`src/rtl/conv2_pkg.sv`:
```
// rtl/conv2_pkg.sv - shared parameters and types for the conv2 weight receive path
package conv2_pkg;

    localparam int WEIGHT_W = 8;
    localparam int KSIZE    = 3;
    localparam int IN_CH    = 4;
    localparam int OUT_CH   = 16;
    localparam int FILT_W   = WEIGHT_W * IN_CH * KSIZE;

    typedef logic signed [WEIGHT_W-1:0] weight_t;

    typedef enum logic [1:0] {
        IDLE,
        CAPTURE,
        LOADED
    } wrx_state_t;

endpackage

```
`src/rtl/conv2_wrx_bank.sv`:
```
// rtl/conv2_wrx_bank.sv - conv2 weight register bank with per-tap writes and a registered filter read
module conv2_wrx_bank import conv2_pkg::*; #(
    parameter int WEIGHT_W = conv2_pkg::WEIGHT_W,
    parameter int KSIZE    = conv2_pkg::KSIZE,
    parameter int IN_CH    = conv2_pkg::IN_CH,
    parameter int OUT_CH   = conv2_pkg::OUT_CH
) (
    input  logic                               clk,
    input  logic                               rst_n,
    input  logic [KSIZE-1:0]                   tap_we,
    input  logic [IN_CH*OUT_CH*WEIGHT_W-1:0]   wr_bus,
    input  logic                               rd_fire,
    input  logic [$clog2(OUT_CH)-1:0]          rd_filter,
    output logic                               rd_valid,
    output logic [WEIGHT_W*IN_CH*KSIZE-1:0]    rd_data
);

    localparam int DATA_W = WEIGHT_W * IN_CH * KSIZE;

    // Each entry is stored already in read order (c*KSIZE + k), so the read is a plain mux.
    logic [DATA_W-1:0] bank [OUT_CH];

    always_ff @(posedge clk or negedge rst_n) begin
        if (!rst_n) begin
            for (int f = 0; f < OUT_CH; f++) begin
                bank[f] <= '0;
            end
            rd_valid <= 1'b0;
            rd_data  <= '0;
        end else begin
            for (int f = 0; f < OUT_CH; f++) begin
                for (int c = 0; c < IN_CH; c++) begin
                    for (int k = 0; k < KSIZE; k++) begin
                        if (tap_we[k]) begin
                            bank[f][(c*KSIZE+k)*WEIGHT_W +: WEIGHT_W] <=
                                wr_bus[(c*OUT_CH+f)*WEIGHT_W +: WEIGHT_W];
                        end
                    end
                end
            end
            rd_valid <= rd_fire;
            if (rd_fire) begin
                rd_data <= bank[rd_filter];
            end
        end
    end

endmodule

```
`src/rtl/conv2_weight_rx.sv`:
```
// rtl/conv2_weight_rx.sv - conv2 weight broadcast receiver; CONV2_WRX_ZERO_FLAG_EN adds zero_mask
module conv2_weight_rx import conv2_pkg::*; #(
    parameter int WEIGHT_W = conv2_pkg::WEIGHT_W,
    parameter int KSIZE    = conv2_pkg::KSIZE,
    parameter int IN_CH    = conv2_pkg::IN_CH,
    parameter int OUT_CH   = conv2_pkg::OUT_CH
) (
    input  logic                            clk,
    input  logic                            rst_n,
    input  logic                            clear,
    input  logic                            c2_w_en,
    input  logic [WEIGHT_W*OUT_CH-1:0]      c2_w0,
    input  logic [WEIGHT_W*OUT_CH-1:0]      c2_w1,
    input  logic [WEIGHT_W*OUT_CH-1:0]      c2_w2,
    input  logic [WEIGHT_W*OUT_CH-1:0]      c2_w3,
    output logic                            w_loaded,
    input  logic                            rd_en,
    input  logic [$clog2(OUT_CH)-1:0]       rd_filter,
    output logic                            rd_valid,
    output logic [WEIGHT_W*IN_CH*KSIZE-1:0] rd_data,
`ifdef CONV2_WRX_ZERO_FLAG_EN
    output logic [OUT_CH-1:0]               zero_mask,
`endif
    output logic                            beat_err
);

    wrx_state_t                   state, state_nxt;
    logic [1:0]                   beat, beat_nxt;
    logic                         en_d;
    logic                         beat_err_nxt;
    logic [KSIZE-1:0]             tap_we;
    logic [IN_CH*WEIGHT_W*OUT_CH-1:0] wr_bus;
    logic                         rd_fire;

    assign wr_bus   = {c2_w3, c2_w2, c2_w1, c2_w0};
    assign w_loaded = (state == LOADED);
    assign rd_fire  = rd_en && w_loaded && !clear;

    // The loader's data lags its strobe by one cycle, so capture is keyed off en_d.
    always_ff @(posedge clk or negedge rst_n) begin
        if (!rst_n) begin
            state    <= IDLE;
            beat     <= 2'd0;
            en_d     <= 1'b0;
            beat_err <= 1'b0;
        end else begin
            state    <= state_nxt;
            beat     <= beat_nxt;
            en_d     <= clear ? 1'b0 : c2_w_en;
            beat_err <= beat_err_nxt;
        end
    end

    always_comb begin
        state_nxt    = state;
        beat_nxt     = beat;
        beat_err_nxt = beat_err;
        tap_we       = '0;
        if (clear) begin
            state_nxt    = IDLE;
            beat_nxt     = 2'd0;
            beat_err_nxt = 1'b0;
        end else if (en_d) begin
            case (state)
                IDLE: begin
                    tap_we[0] = 1'b1;
                    beat_nxt  = 2'd1;
                    state_nxt = CAPTURE;
                end
                CAPTURE: begin
                    tap_we[beat] = 1'b1;
                    if (beat == 2'(KSIZE-1)) begin
                        beat_nxt  = 2'd0;
                        state_nxt = LOADED;
                    end else begin
                        beat_nxt = beat + 2'd1;
                    end
                end
                LOADED: begin
                    beat_err_nxt = 1'b1;
                end
                default: begin
                    state_nxt = IDLE;
                    beat_nxt  = 2'd0;
                end
            endcase
        end
    end

    conv2_wrx_bank #(
        .WEIGHT_W (WEIGHT_W),
        .KSIZE    (KSIZE),
        .IN_CH    (IN_CH),
        .OUT_CH   (OUT_CH)
    ) u_bank (
        .clk       (clk),
        .rst_n     (rst_n),
        .tap_we    (tap_we),
        .wr_bus    (wr_bus),
        .rd_fire   (rd_fire),
        .rd_filter (rd_filter),
        .rd_valid  (rd_valid),
        .rd_data   (rd_data)
    );

`ifdef CONV2_WRX_ZERO_FLAG_EN
    logic [OUT_CH-1:0] beat_zero;
    logic [OUT_CH-1:0] zero_acc;

    always_comb begin
        beat_zero = '1;
        for (int f = 0; f < OUT_CH; f++) begin
            for (int c = 0; c < IN_CH; c++) begin
                if (wr_bus[(c*OUT_CH+f)*WEIGHT_W +: WEIGHT_W] != '0) begin
                    beat_zero[f] = 1'b0;
                end
            end
        end
    end

    // Beat 0 seeds the accumulator so stale flags from a previous load never leak in.
    always_ff @(posedge clk or negedge rst_n) begin
        if (!rst_n) begin
            zero_acc <= '0;
        end else if (clear) begin
            zero_acc <= '0;
        end else if (tap_we[0]) begin
            zero_acc <= beat_zero;
        end else if (|tap_we) begin
            zero_acc <= zero_acc & beat_zero;
        end
    end

    assign zero_mask = w_loaded ? zero_acc : '0;
`endif

endmodule

```
`config.mk`:
```
export PLATFORM = sky130hd
export DESIGN_NAME = conv2_weight_rx
export DESIGN_NICKNAME = d
export VERILOG_FILES = /design/src/rtl/conv2_pkg.sv /design/src/rtl/conv2_wrx_bank.sv /design/src/rtl/conv2_weight_rx.sv
export SDC_FILE = /design/constraint.sdc
export NUM_CORES = 2
export LEC_CHECK = 0
export ABC_AREA = 1
export CAP_MARGIN = 20
export CELL_PAD_IN_SITES_DETAIL_PLACEMENT = 1
export CELL_PAD_IN_SITES_GLOBAL_PLACEMENT = 1
export CORE_UTILIZATION = 47
export CTS_CLUSTER_SIZE = 12
export DETAILED_ROUTE_END_ITERATION = 10
export PLACE_DENSITY_LB_ADDON = 0.1
export REMOVE_ABC_BUFFERS = 1
export SYNTH_ARGS = -nofsm -noshare
export SYNTH_HDL_FRONTEND = slang
export SYNTH_SLANG_ARGS = --single-unit
export TNS_END_PERCENT = 20
```
`constraint.sdc`:
```
create_clock -name clk -period 3.27 [get_ports clk]
set_clock_uncertainty 0.2 [all_clocks]
set_input_delay 0.654 -clock clk [delete_from_list [all_inputs] [get_ports clk]]
set_output_delay 0.654 -clock clk [all_outputs]
set_load 0.005 [all_outputs]
```
=== After elaboration in Yosys (flattened, before gate mapping) ===
Cells that the tools add are included.

* Equality and inequality tests: 5
* Multiplexer cells: 21
* Reduce and logical (&&, ||, !) cells: 10
* $add $sub $neg: 1
* Order comparisons: 3
* Bitwise operators: 1

{| class="wikitable"
|+ Operator list
! kind !! count
|-
| $bmux 96 s4 || 1
|-
| $mux 96 || 2
|-
| $mux 2 || 7
|-
| $pmux 2 s3 || 2
|-
| $mux 3 || 2
|-
| $ge 5x5->1 const B || 1
|-
| $mux 1 || 5
|-
| $not 4->5 || 1
|-
| $eq 2x2->1 const B || 2
|-
| $reduce_and 2->1 || 2
|-
| $reduce_bool 2->1 || 2
|-
| $logic_and 1x1->1 || 3
|-
| $lt 2x3->1 const B || 1
|-
| $ne 3x3->1 const B || 1
|-
| $reduce_and 3->1 || 1
|-
| $add 2x1->2 const B || 1
|-
| $demux 1 s2 || 1
|-
| $eq 2x1->1 const B || 1
|-
| $ge 2x1->1 const B || 1
|-
| $logic_not 2->1 || 1
|-
| $ne 2x2->1 const B || 1
|-
| $pmux 1 s2 || 1
|-
| $logic_not 1->1 || 1
|}

* Input bits: 521
* Word-level logic and storage cells: 95
* Register bits after elaboration: 1639

=== Depth between registers and ports, before layout ===
* Word-level depth: 7
* Mapped depth: 13
* Mapped depth without buffers: 9

=== Modules after synthesis ===
From an unflattened synthesis, not the netlist that was laid out.

* Cells, all modules: 7184
* Area, all modules: 75677.6 µm²

{| class="wikitable"
|+ By module, submodules not included
! module !! cells each !! times used !! area each (µm²) !! sequential area each (µm²)
|-
| conv2_wrx_bank || 7141 || 1 || 75366.0 || 40864.2
|-
| conv2_weight_rx || 43 || 1 || 311.5 || 150.1
|}

=== Worst setup path after synthesis ===
No wires, ideal clock.

* Kind: input to register
* Start: input rd_filter[0]
* End: register u_bank.rd_data[61]
* Slack: 1.196 ns
* Data required time: 3.004 ns
* Data arrival time: 1.809 ns
* Path buffers: 4
* Setup time: 0.066 ns
* Stages: 12
* Path through: clkbuf_1 -> buf_2 -> buf_4 -> clkbuf_1 -> nand2_1 -> nand3_1 -> nand3_1 -> nand2_1 -> nand2_1 -> nand2_1 -> nand2_1 -> nand2_1

* Cells in the longest elaborated chain, start to end: 4

{| class="wikitable"
|+ RTL lines
! item !! RTL line !! source
|-
| start: declaration || conv2_weight_rx.sv:18 || <nowiki>input logic [$clog2(OUT_CH)-1:0] rd_filter,</nowiki>
|-
| $not 4->5 (implied by the code) || conv2_wrx_bank.sv:43 || <nowiki>rd_data <= bank[rd_filter];</nowiki>
|-
| $bmux 96 s4 || conv2_wrx_bank.sv:43 ||
|-
| $mux 96 (implied by the code) (2 in a row) || conv2_wrx_bank.sv:43 ||
|-
| end signal: assignment || conv2_wrx_bank.sv:43 ||
|-
| end: declaration || conv2_wrx_bank.sv:15 || <nowiki>output logic [WEIGHT_W*IN_CH*KSIZE-1:0] rd_data</nowiki>
|}

No other way between the ends. The select of a mux whose other input is x is not followed.
A chain may end at the register's enable or synchronous reset.

=== Worst setup path in the final report ===
* Start: register state[0]
* End: output w_loaded

* Cells in the longest elaborated chain, start to end: 1

{| class="wikitable"
|+ RTL lines
! item !! RTL line !! source
|-
| start: declaration || conv2_weight_rx.sv:27 || <nowiki>wrx_state_t state, state_nxt;</nowiki>
|-
| start signal: assignment || conv2_weight_rx.sv:47 || <nowiki>state <= state_nxt;</nowiki>
|-
| $eq 2x2->1 || conv2_weight_rx.sv:36 || <nowiki>assign w_loaded = (state == LOADED);</nowiki>
|-
| end: declaration || conv2_weight_rx.sv:16 || <nowiki>output logic w_loaded,</nowiki>
|}

No other way between the ends.

==> impl_results.md <==
- Clock Tree Root: clkbuf_16
- Pre-antenna DRT Iters: 5
- Max-Cap Viols: 0
- Top cell type's share of synthesized area: 55.4%
- FFs w/ async S/R, synth: 100%
- Global route total overflow: 0
- CP max stage cell: clkdlybuf4s50_1
- WL final: 250000 um
- Max VDD drop: 488 uV
- Reg-to-reg startpoint: state[0]$_DFFE_PN0P_
- Placement Setup Slack: 263 ps
- Clk buf depth: 3
- Met1 WL: 107000 um
- P_leak: 43.7 nW
- Syn Area/Cell: 7.88 um2
- Cts bufs inserted: 179
- Crit end category: primary output
- Initial antenna violation count: 14
- Total Power: 0.0745 W
- Register share of total power: 47.2%
- Synth Flop Type: dfrtp_1
- Flop2flop setup slack: 690 ps
- DR vias: 66600
- Vias in the first global route: 70000
- NetSw: 0.0249 W
- Combinational share of power: 25.6%
- Hold EP: en_d$_DFF_PN0_
- Yosys warns: 0
- Syn Inst Count: 9390
- DR vias/cell: 5.57
- EDFF count, synth: 0
- Worst R2R End: u_bank.bank[1419]$_DFFE_PN0P_
- Status: complete, no violations
- Top post-synthesis cells by count: nand2_1 (3848), dfrtp_1 (1639), nand3_1 (1152)
- Clk pin slew, worst setup/hold paths: 60 ps
- Seq/Total Area, Yosys: 55.4%
- Global-route usage over all layers: 31.5%
- Endpoints failing hold: 0
- Reg2Reg Depth: 9
- Yosys reg bits: 1639
- Dominant cell type by area after synthesis: dfrtp_1
- Highest metal used: met5
- Initial Util: 47.4%
- Largest net degree at the start of global routing: 165
- Cell row count: 145
- Slew margin rel.: 37.0%
- HP Start: c2_w_en
- Unrepaired setup endpoints after global routing: no
- WHS: 210 ps
- Pwr dens: 839 nW/um2
- Met3 WL: 12100 um
- First-pass GRT wire length: 397000 um
- Nets: 10300
- Metal2 WL: 121000 um
- Critical path launch point type: flip-flop
- Routability Congestion: 0.842
- Worst Path Arrival: 1960 ps
- Top-count cell post-synth: nand2_1
- Ranking of synthesized cells by area: dfrtp_1 (55%), nand2_1 (20%), nand3_1 (7.8%)
- Largest delay contributor family on the critical path: buffers and inverters
- Final slew viol count: 0
- Number of DRC markers in iteration 0: 4960
- Post-CTS Setup Repair Bufs: 0
- CTS Sinks: 1639
- Crit Path Max Fanout: 4
- DRC viols: 0
- Crit share post-route: 86.1%
- Later-pin clock latency in the skew report: 780 ps
- Min Tclk post-route: 2810 ps
- Crit path required time: 2420 ps
- Switch share: 33.4%
- Final worst setup slack: 455 ps
- Die height: 399 um
- Hold WC Path Type: primary input to flip-flop
- Die X: 399 um
- I/O Buffers: 619
- TNS Setup: 0 ps
- H-tree levels: 4
- Area of the mapped netlist: 74000 um2
- Routed len/inst: 20.9 um
- Worst Hold Path Cells: 3
- Setup CP Type: flip-flop to primary output
- Fmax: 355 MHz
- Clk pwr share: 27.2%
- I/O pin total: 620
- Critical path's largest stage delay: 500 ps
- Total die area: 159000 um2
- Internal power: 0.0497 W
- Layout cells sized above 1: 5.36%
- Layout area overhead: 20.0%
- CTS tree: yes
- Worst Tran Pin Value: 945 ps
- DP HPWL: 163000 um
- Post-DRT Antenna Nets: 0
- Core area: 156000 um2
- Count of cell types in the netlist: 20
- Worst Path Buf+Inv: 3
- Endpoints failing setup: 0
- CP cell instances: inv_2 -> nand2_1 -> inv_1 -> clkdlybuf4s50_1
==> stage by stage <==
stage / cell area, um2 / instances / utilization (%)
finish: 88800 / 12000 / 56.9
global route: 88800 / 12000 / 56.9
CTS: 88800 / 12000 / 56.9
detailed placement: 83000 / 11600 / 53.1
global placement: 83000 / 11600 / 53.1
floorplan: 71000 / 8712 / -
==> registers in the layout, indices dropped and copies added (netlist names) <==
name,cells
beat,2
beat_err,1
en_d,1
state,2
u_bank.bank,1536
u_bank.rd_data,96
u_bank.rd_valid,1
==> final cells by class <==
cell class                 instances  area (um2)
inverter                         523        1990
timing repair buffer             867        9410
clock inverter                    44         474
multi-input combinational       6550       28000
fill                           18600       67400
clock buffer                     277        5340
antenna                            3        7.51
sequential                      1639       41000
tap                             2058        2570
==> power groups by stage <==
| stage | sequential, W | combinational, W | clock [W] |
|---|---|---|---|
| after CTS | 0.0351 | 0.0193 | 0.0205 |
| after floorplan | 0.0342 | 0.0139 | 0 |
| after detailed placement | 0.0351 | 0.0190 | 0 |
| after global routing | 0.0362 | 0.0220 | 0.0213 |
| final | 0.0352 | 0.0191 | 0.0202 |
| after global placement | 0.0346 | 0.0177 | 0 |
==> per-layer routing <==
metal | vias to the layer above | GRT usage [%]
li1 | 30800 | -
met1 | 33800 | 42.0
met2 | 1647 | 52.3
met3 | 410 | 4.38
met4 | 22 | 11.8
met5 | - | 0
==> cells by family after synthesis <==
group	count (synthesis)	synth area share, %
flops	1639	55.4
buf+inv	1201	6.78
compound gates	1542	10.4
simple gates	5008	27.4
==> worst reg2reg max path, cell delays in order (launching register included) <==
cell     delay [ps]
dfrtp_1         400
inv_2            90
nand2_1         120
a21oi_2         250
nor2_1           80
buf_4           160
nand2_8         150
buf_12          360
nand2_1         520
o21ai_0         140
==> timing repair <==
| action | 4_1_cts | 5_1_grt |
|---|---|---|
| endpoints found under the hold margin | 53 | 0 |
| hold buffers | 2 | 0 |
| resized for setup | 0 | 0 |
==> how the worst max path moves through the flow <==
stage / from / end / cells after the start
detailed placement: clear / u_bank.bank[249]$_DFFE_PN0P_ / 9
finish: state[0]$_DFFE_PN0P_ / w_loaded / 4
floorplan: clear / u_bank.bank[1041]$_DFFE_PN0P_ / 5
global route: state[0]$_DFFE_PN0P_ / w_loaded / 4
CTS: state[0]$_DFFE_PN0P_ / w_loaded / 4
global placement: clear / u_bank.bank[1323]$_DFFE_PN0P_ / 7
==> cell usage in the layout, fill, tap and decap left out, types with 54 or more instances in the layout <==
| master | netlist | routed |
|---|---|---|
| inv_1 | 518 | 516 |
| clkbuf_1 | 309 | 54 |
| nand2_1 | 3848 | 3847 |
| buf_12 | 0 | 105 |
| clkdlybuf4s50_1 | 0 | 614 |
| o21ai_1 | 475 | 475 |
| o21ai_0 | 1064 | 1064 |
| dfrtp_1 | 1639 | 1639 |
| buf_4 | 47 | 141 |
| nand3_1 | 1152 | 1152 |
| clkbuf_16 | 0 | 184 |
(Power assumes the default switching activity.)
==> RTL change: new RTL, same flow settings <==
Build with the macro `CONV2_WRX_ZERO_FLAG_EN` defined.
--- a/src/rtl/conv2_weight_rx.sv
+++ b/src/rtl/conv2_weight_rx.sv
@@ -1,3 +1,5 @@
 // rtl/conv2_weight_rx.sv - conv2 weight broadcast receiver; CONV2_WRX_ZERO_FLAG_EN adds zero_mask
+`define CONV2_WRX_ZERO_FLAG_EN
+
 module conv2_weight_rx import conv2_pkg::*; #(
     parameter int WEIGHT_W = conv2_pkg::WEIGHT_W,
New outputs: zero_mask. Function: not settled (the Yosys comparison gave no result); the edit may change what the design does.
==> RTL change against the unedited design <==
  * Sequential cell count rose by 16
  * Final area is 3.6% higher
  * Synthesized area grew 2.7%
  * Critical path depth increased by 1
  * Wire length up 15%
  * Sequential share of layout area is 1.2 points lower
  * Worst setup slack got worse by 430 ps
Power is not compared: it rests on default switching activity, and its combinational part moved more than twofold at a synthesized area within 25%.
==> RTL change: results (changes against the unedited design) <==
- Outcome: completed
- NumNets Final: 10,800 (+4.7%)
- Clk slew on worst S/H paths: 60 ps (about the same)
- Via count: 71,200 (+6.9%)
- Overall routing resource usage: 0.351 (+0.0356)
- Filler cell count in the final layout: 19,400 (+4.0%)
- Top flop regs: u_bank.bank (1536), u_bank.rd_data (96), zero_acc (16)
- Wire per inst: 22.9 microns (+9.3%)
- Worst Setup SP: state[0]
- Lkg Pwr: 0.0442 uW
- Min-Delay Startpoint: rd_filter[3]
- Synth cell types: 22 (+10%)
- Crit path max fanout: 4 (unchanged)
- Largest net degree at the start of global routing: 160 (-3.0%)
- Synth Area per Inst: 7.73 sq um (-1.9%)
- Worst vdd ir: 0.000523 V
- CP top delay family: buffers and inverters
- Place WS: 228 ps (-34.8 ps)
- Rel. slew slack: 0.496 (+0.126)
- Slowest stage delay, CP: 570 ps (+70 ps)
- Worst EP arrival: 2390 ps (+430 ps)
- First-pass GRT wire length: 443 mm (+11%)
- Share of cells above drive strength 1: 0.0557 (+0.00210)
- Dpl hpwl: 199 mm (+22%)
- Ranking of synthesized cells by area: dfrtp_1 (54%), nand2_1 (19%), o21ai_0 (8.9%), nand3_1 (7.8%), inv_1 (2.6%)
- Via count of the first global-routing pass: 73,600 (+5.1%)
- Crit-path slowest cell: clkdlybuf4s50_1
- Clk_lat worst skew: 800 ps (+20 ps)
- Max Root-Sink Buffers: 3 (unchanged)
- FF-to-FF Start: state[1]
- Yosys warns: 0 (unchanged)
- Top cells by count, synth: nand2_1 (3,937), dfrtp_1 (1,655), o21ai_0 (1,347), nand3_1 (1,189), inv_1 (536)
- Hold Path Class: in -> reg
- CTS H-tree lvls: 4 (unchanged)
- TritonCTS buffer count: 181 (+1.1%)
- Placer Congestion: 0.877 (+4.2%)
- Non-filler cells, final: 12,600 (+5.0%)
- Post-synthesis sequential area ratio: 0.545 (-0.00953)
- Initial antenna violation count: 19 (+5)
- DR pass1 iterations: 6 (+1)
- Post-synthesis async set-or-reset flop share: 1.00 (unchanged)
- Cell Count Post-Placement: 12,200 (+5.0%)
- Buffers on Ports: 635 (+2.6%)
- Iter 0 DRT Violations: 6,986 (+41%)
- Clock tree root buffer cell: clkbuf_16
[RTL change: kinds of logic after synthesis]
kind of cell	synth area share
buf+inv	0.0644
flops	0.545
compound gates	0.103
simple gates	0.288
[RTL change: worst reg2reg max path, delay by kind of cell, from the launching register on]
family / cells / cell delay (ps)
AO/OA/AOI/OAI: 1 / 250
buffers and inverters: 3 / 680
flip-flops: 1 / 500
AND/OR/NAND/NOR: 3 / 700
[RTL change: final cells by class]
class | instances | area share
multi-input combinational | 6955 | 0.324
antenna | 10 | 0.000272
timing repair buffer | 910 | 0.110
clock inverter | 42 | 0.00491
clock buffer | 284 | 0.0598
tap | 2160 | 0.0294
sequential | 1655 | 0.450
inverter | 542 | 0.0224
[RTL change: repair_timing]
action / 4_1_cts / 5_1_grt
setup endpoints to repair: 16 / 10
pin swaps: 1 / 1
setup buffers: 1 / 2
gates cloned: 0 / 1
hold endpoints to repair: 53 / 0
resized for setup: 6 / 7
hold buffers: 1 / 0
[RTL change: report_power, final]
part / switching, uW / internal, uW / total, uW
Sequential: 1210 / 22500 / 23700
Clock: 8670 / 12100 / 20700
Combinational: 4210 / 2600 / 6810
Total: 14100 / 37200 / 51200
[RTL change: metrics by stage]
step / cell area (sq um) / util / TNS (ps) / hold WS, ps
after floorplan: 73200 / - / - / 158
after global placement: 86000 / 0.536 / 0 / 262
after detailed placement: 86000 / 0.536 / 0 / 266
after CTS: 92000 / 0.573 / 0 / 46.2
after global routing: 92000 / 0.573 / -50.7 / 113
final: 92100 / 0.573 / 0 / 95.1
[RTL change: path summary, 6_finish.rpt]
| path | to | slack, ps | depth (start not counted) |
|---|---|---|---|
| hold reg to reg | u_bank.bank[263] | 280 | 2 |
| setup reg to reg | u_bank.bank[80] | 820 | 7 |
| max in group asynchronous | u_bank.bank[138] | 1500 | 4 |
| setup / recovery | zero_mask[3] | 30 | 5 |
| min in group asynchronous | u_bank.bank[939] | 250 | 2 |
| hold / removal | u_bank.rd_data[43] | 100 | 5 |
[RTL change: layer usage]
layer | vias to the layer above | global-route usage | share of wire | wire (microns)
met5 | - | 0 | 0.00021 | 61
met4 | 10 | 0.144 | 0.043 | 12500
met3 | 504 | 0.0521 | 0.066 | 18900
met2 | 2267 | 0.550 | 0.46 | 133000
met1 | 36100 | 0.488 | 0.43 | 123000
li1 | 32400 | - | - | -
